**config.mk**
```make
export PLATFORM = sky130hd
export DESIGN_NAME = mmult_param_flat
export DESIGN_NICKNAME = d
export VERILOG_FILES = /design/src/rtl/mmult_param_if.sv /design/src/rtl/mmult_param.sv /design/src/flat_wrapper.sv
export SDC_FILE = /design/constraint.sdc
export NUM_CORES = 2
export LEC_CHECK = 0
export ABC_AREA = 1
export BUFFER_PORTS_ARGS = -buffer_cell sky130_fd_sc_hd__buf_2
export CORE_MARGIN = 2
export CORE_UTILIZATION = 40
export CTS_CLUSTER_SIZE = 25
export DETAILED_ROUTE_END_ITERATION = 12
export SETUP_SLACK_MARGIN = 0.5
export SLEW_MARGIN = 10
export SYNTH_ARGS = -nofsm -noshare
export SYNTH_HDL_FRONTEND = slang
export SYNTH_SLANG_ARGS = --single-unit
```
**constraint.sdc**
```tcl
create_clock -name clk -period 56.1 [get_ports clk]
set_clock_uncertainty 0.05 [all_clocks]
set_input_delay 11.22 -clock clk [delete_from_list [all_inputs] [get_ports clk]]
set_output_delay 11.22 -clock clk [all_outputs]
set_load 0.01 [all_outputs]
```
**src/rtl/mmult_param_if.sv**
```systemverilog
`default_nettype none
// ============================================================================
//  Module   : mmult_param_if
//  Purpose  : Start/operand/result bundle for the N x N matrix multiplier.
//  Revision : 1.0  initial release
// ============================================================================
interface mmult_param_if #(
    parameter int N  = 4,
    parameter int DW = 8
);
    localparam int OW = 2*DW + $clog2(N);

    logic                  enable;
    logic [0:N*N*DW-1]     A_mat;
    logic [0:N*N*DW-1]     B_mat;
    logic                  valid;
    logic                  busy;
    logic [0:N*N*OW-1]     result;

    modport master (
        output enable, A_mat, B_mat,
        input  valid, busy, result
    );

    modport slave (
        input  enable, A_mat, B_mat,
        output valid, busy, result
    );
endinterface
`default_nettype wire

```
**src/rtl/mmult_param.sv**
```systemverilog
`default_nettype none
// ============================================================================
//  Module   : mmult_param
//  Purpose  : Sequential N x N matrix multiplier, one result entry per cycle
//             using N parallel multipliers feeding an adder tree.
//  Revision : 1.0  initial release
// ============================================================================
module mmult_param #(
    parameter int N      = 4,
    parameter int DW     = 8,
    parameter int SIGNED = 0
) (
    input  logic         clk,
    input  logic         reset,
    mmult_param_if.slave bus
);
    localparam int OW  = 2*DW + $clog2(N);
    localparam int NN  = N*N;
    localparam int IW  = $clog2(NN);
    localparam int LVL = $clog2(N);
    localparam int P   = 1 << LVL;
    localparam int PRW = 2*DW + 2;

    typedef enum logic [1:0] {
        S_IDLE = 2'd0,
        S_CALC = 2'd1,
        S_DONE = 2'd2
    } state_t;

    state_t            state_q, state_d;
    logic [IW-1:0]     idx_q, idx_d;
    logic [0:NN*DW-1]  a_q, a_d;
    logic [0:NN*DW-1]  b_q, b_d;
    logic [0:NN*OW-1]  result_q, result_d;
    logic              valid_q, valid_d;
    logic              busy_q, busy_d;

    int                w_row;
    int                w_col;
    logic signed [OW-1:0] w_sum;

    always_comb begin
        w_row = int'(idx_q) / N;
        w_col = int'(idx_q) % N;
    end

    // Level 0 holds the N products (padded to a power of two); each higher
    // level halves the node count until a single sum remains.
    generate
        for (genvar l = 0; l <= LVL; l++) begin : g_lvl
            logic signed [OW-1:0] node [0:(P>>l)-1];
            for (genvar n = 0; n < (P>>l); n++) begin : g_node
                if (l == 0) begin : g_leaf
                    if (n < N) begin : g_mul
                        logic signed [DW:0]    w_a_sx;
                        logic signed [DW:0]    w_b_sx;
                        logic signed [PRW-1:0] w_prod;
                        always_comb begin
                            w_a_sx = {(SIGNED != 0) && a_q[(w_row*N + n)*DW],
                                      a_q[(w_row*N + n)*DW +: DW]};
                            w_b_sx = {(SIGNED != 0) && b_q[(n*N + w_col)*DW],
                                      b_q[(n*N + w_col)*DW +: DW]};
                            w_prod = PRW'(w_a_sx) * PRW'(w_b_sx);
                        end
                        // Product always fits in 2*DW+1 signed bits, so
                        // resizing to OW keeps the value exact.
                        assign node[n] = OW'(w_prod);
                    end else begin : g_pad
                        assign node[n] = '0;
                    end
                end else begin : g_add
                    assign node[n] = g_lvl[l-1].node[2*n] + g_lvl[l-1].node[2*n+1];
                end
            end
        end
    endgenerate

    assign w_sum = g_lvl[LVL].node[0];

    always_comb begin
        state_d  = state_q;
        idx_d    = idx_q;
        a_d      = a_q;
        b_d      = b_q;
        result_d = result_q;
        valid_d  = 1'b0;
        busy_d   = 1'b0;
        case (state_q)
            S_IDLE: begin
                if (bus.enable) begin
                    a_d     = bus.A_mat;
                    b_d     = bus.B_mat;
                    idx_d   = '0;
                    state_d = S_CALC;
                    busy_d  = 1'b1;
                end
            end
            S_CALC: begin
                result_d[int'(idx_q)*OW +: OW] = w_sum;
                if (idx_q == IW'(NN-1)) begin
                    idx_d   = '0;
                    state_d = S_DONE;
                    valid_d = 1'b1;
                end else begin
                    idx_d   = idx_q + IW'(1);
                    busy_d  = 1'b1;
                end
            end
            S_DONE: begin
                state_d = S_IDLE;
            end
            default: begin
                state_d = S_IDLE;
            end
        endcase
    end

    always_ff @(posedge clk or posedge reset) begin
        if (reset) begin
            state_q  <= S_IDLE;
            idx_q    <= '0;
            a_q      <= '0;
            b_q      <= '0;
            result_q <= '0;
            valid_q  <= 1'b0;
            busy_q   <= 1'b0;
        end else begin
            state_q  <= state_d;
            idx_q    <= idx_d;
            a_q      <= a_d;
            b_q      <= b_d;
            result_q <= result_d;
            valid_q  <= valid_d;
            busy_q   <= busy_d;
        end
    end

    assign bus.valid  = valid_q;
    assign bus.busy   = busy_q;
    assign bus.result = result_q;

endmodule
`default_nettype wire

```
**src/flat_wrapper.sv**
```systemverilog
// flat-port wrapper written by rule: the top's interface ports become plain ports
module mmult_param_flat 
#(
    parameter int N      = 4,
    parameter int DW     = 8,
    parameter int SIGNED = 0
)
  (clk, reset, bus_enable, bus_A_mat, bus_B_mat, bus_valid, bus_busy, bus_result);
  mmult_param_if #(.N(N), .DW(DW)) bus_i ();
  input  logic clk;
  input  logic reset;
  input wire logic [$bits(bus_i.enable)-1:0] bus_enable;
  input wire logic [$bits(bus_i.A_mat)-1:0] bus_A_mat;
  input wire logic [$bits(bus_i.B_mat)-1:0] bus_B_mat;
  output wire logic [$bits(bus_i.valid)-1:0] bus_valid;
  output wire logic [$bits(bus_i.busy)-1:0] bus_busy;
  output wire logic [$bits(bus_i.result)-1:0] bus_result;
  assign bus_i.enable = bus_enable;
  assign bus_i.A_mat = bus_A_mat;
  assign bus_i.B_mat = bus_B_mat;
  assign bus_valid = bus_i.valid;
  assign bus_busy = bus_i.busy;
  assign bus_result = bus_i.result;
  mmult_param #(.N(N), .DW(DW), .SIGNED(SIGNED)) u_core (.clk(clk), .reset(reset), .bus(bus_i));
endmodule
```
==> flow_metrics.py <==
metrics = {
    "route": {
        "drt_iter0_markers": 2293,
        "vias": 29700,
        "drt_wl_total_mm": 118,
        "drtPass1Iterations": 6,
        "wl_per_cell_microns": 20.3,
        "viasPerCell": 5.14,
        "drcViolationCount": 0,
        "ant_nets": 0,
    },
    "sta": {
        "report.final.slew_viol_count": 0,
        "finalCriticalPeriod_ns": 13.69,
        "grt_setup_unrepaired": "no",
        "fmax_ghz": 0.0730,
        "fin_crit_sh": 0.244,
        "layout_setup_ws_ns": 42.41,
        "tns_ns": 0,
        "finalSetupViolations": 0,
        "slew_headroom": 0.146,
        "worst_pin_slew_ns": 1.28,
        "hold_viol_final": 0,
    },
    "critical_path": {
        "crit_path_start": "bus_enable",
        "path_max_fanout": 88,
        "critPathArrivalTime_ns": 14.16,
        "crit_end": "u_core.b_q[30]",
        "r2r_setup_slack_ns": 45.67,
        "reg2reg_to": "u_core.bus.result[209]",
        "r2r_start": "u_core.idx_q[2]",
        "crit_required_ns": 56.57,
        "setup.worst_path.class": "primary input to flip-flop",
        "start_kind": "primary input",
        "worstSetupEndpointType": "flip-flop",
        "reg2reg_depth": 39,
    },
    "die": {
        "die_h_microns": 301,
        "die_w_microns": 301,
        "ios": 549,
        "dieArea_sq_um": 90900,
        "core_area_sq_um": 88100,
        "start_util": 0.402,
        "num_rows": 109,
    },
    "logic_synthesis": {
        "async_reset_ff_frac": 1.00,
        "synthesis.area_sq_um": 35400,
        "syn_inst": 4041,
        "synth_edf_count": 0,
        "avgSynthCellArea_sq_um": 8.76,
        "ys_ff_latch": 552,
        "yosys_warnings": 0,
        "ys_types": 58,
        "ys_seq_area_frac": 0.390,
        "synthFlopType": "dfrtp_1",
        "syn_nets": 4645,
    },
    "clock_network": {
        "ctsResizeCount": 0,
        "cts_root_buf": "clkbuf_16",
        "cts_tree": "done",
        "hold_buffers": 0,
        "cts_buffers": 61,
        "post_cts_buffers": 0,
        "cts_buffer_depth": 3,
        "clock-sinks": 552,
        "insertion_delay_ns": 0.67,
        "htreeDepth": 2,
        "clk_pin_slew_ns": 0.07,
    },
    "grt": {
        "grt_util_all_layers": 0.255,
        "gr-total-overflow": 0,
        "grt_pass1_vias": 29300,
        "antenna_found_initial": 25,
        "grt_pass1_wl_mm": 178,
        "grt_max_degree": 144,
    },
    "finish": {
        "n_fill_cell": 8785,
        "seq_area_sq_um": 13800,
        "postLayoutCoreUtil": 0.470,
        "area_growth_pct": 17.0,
        "multi_input_area_sq_um": 19000,
        "fin_nets": 5158,
        "layout_commonest_cell": "nor2_1",
        "final_cell_mix": "nor2_1, nand2_1, dfrtp_1",
        "layout-drive-gt1-share": 0.229,
    },
    "worst_hold_path": {
        "hold_depth": 2,
        "hold_path_class": "flip-flop to flip-flop",
    },
    "job": {
        "cap_viol_max_count": 0,
    },
    "place": {
        "hpwl_mm": 91.3,
        "post-place-ws_ns": 41.61,
        "portBuffers": 548,
        "gp_congestion": 0.934,
    },
    "status": {
        "outcome": "complete, no violations",
    },
}
## Yosys cell counts (all sizes together) (2+ instances only)
master   count  area (sq um)
a211oi       3          45.0
a21o         4          30.0
a21oi      404          2050
a22oi        2          15.0
a31oi        5          31.3
a32oi       61           534
and2         2          12.5
buf         62           310
clkbuf      70           273
dfrtp      552         13800
fa         176          3520
ha         169          2110
inv        538          2020
mux2       226          2540
nand2      588          2280
nand3      250          1570
nand4       17           106
nor2       693          2670
nor3        11          60.1
nor4         2          18.8
o2111ai      4          35.0
o211ai       5          37.5
o21a         2          15.0
o21ai      111           586
o21bai       4          33.8
o22ai        8          50.1
o31ai        2          15.0
or2          6          37.5
xnor2       16           140
xor2        40           350
## through the flow
step	std cells	cell area, sq um	hold slack [ns]
after floorplan	4041	35400	0.424
after global placement	5656	39300	0.412
after detailed placement	5656	39300	0.415
after CTS	5768	41400	0.431
after global routing	5771	41400	0.461
final	5777	41400	0.435
## worst min path at each step
stage / start / end
after floorplan: u_core.a_q[67] / u_core.a_q[67]
after global placement: u_core.bus.result[260] / u_core.bus.result[260]
after detailed placement: u_core.bus.result[260] / u_core.bus.result[260]
after CTS: u_core.bus.result[260] / u_core.bus.result[260]
after global routing: u_core.bus.result[130] / u_core.bus.result[130]
final: u_core.bus.result[260] / u_core.bus.result[260]
## layout make-up
type,instances,share of cell area
repair buffers,582,0.0727
clock buffers,86,0.0420
diodes,9,0.000544
well taps,1165,0.0352
clock inverters,26,0.00801
inverters,538,0.0490
multi-input cells,2819,0.459
flip-flops and latches,552,0.334
## routing by layer
metal,track usage,vias to the layer above,routed length (microns),part of all wire
li1,-,14200,-,-
met3,0.0549,217,8790,0.075
met4,0.0865,34,4060,0.035
met5,0,-,202,0.0017
met2,0.423,1058,55500,0.47
met1,0.331,14200,49000,0.42
## worst max-delay path, stage by stage
cell and delay (ns):
buf_2 0.12, nand2_4 0.70, buf_4 0.69, buf_4 0.88, mux2_2 0.43
## sequential cells by signal, summed over array words and instances (netlist names)
register           count
u_core.idx_q           4
u_core.bus.busy        1
u_core.a_q           128
u_core.bus.result    288
u_core.bus.valid       1
u_core.state_q         2
u_core.b_q           128
## kinds of logic after synthesis
logic type / share of synthesized area
buffers and inverters: 0.0735
AO/OA/AOI/OAI: 0.100
AND/OR/NAND/NOR: 0.191
multiplexers: 0.0719
XOR/XNOR: 0.0139
flip-flops: 0.390
adder cells (fa/ha/maj): 0.159
Power is left out: the tool's default activity adds up to more than one toggle a clock period on the data nets, which glitch-free logic cannot reach.
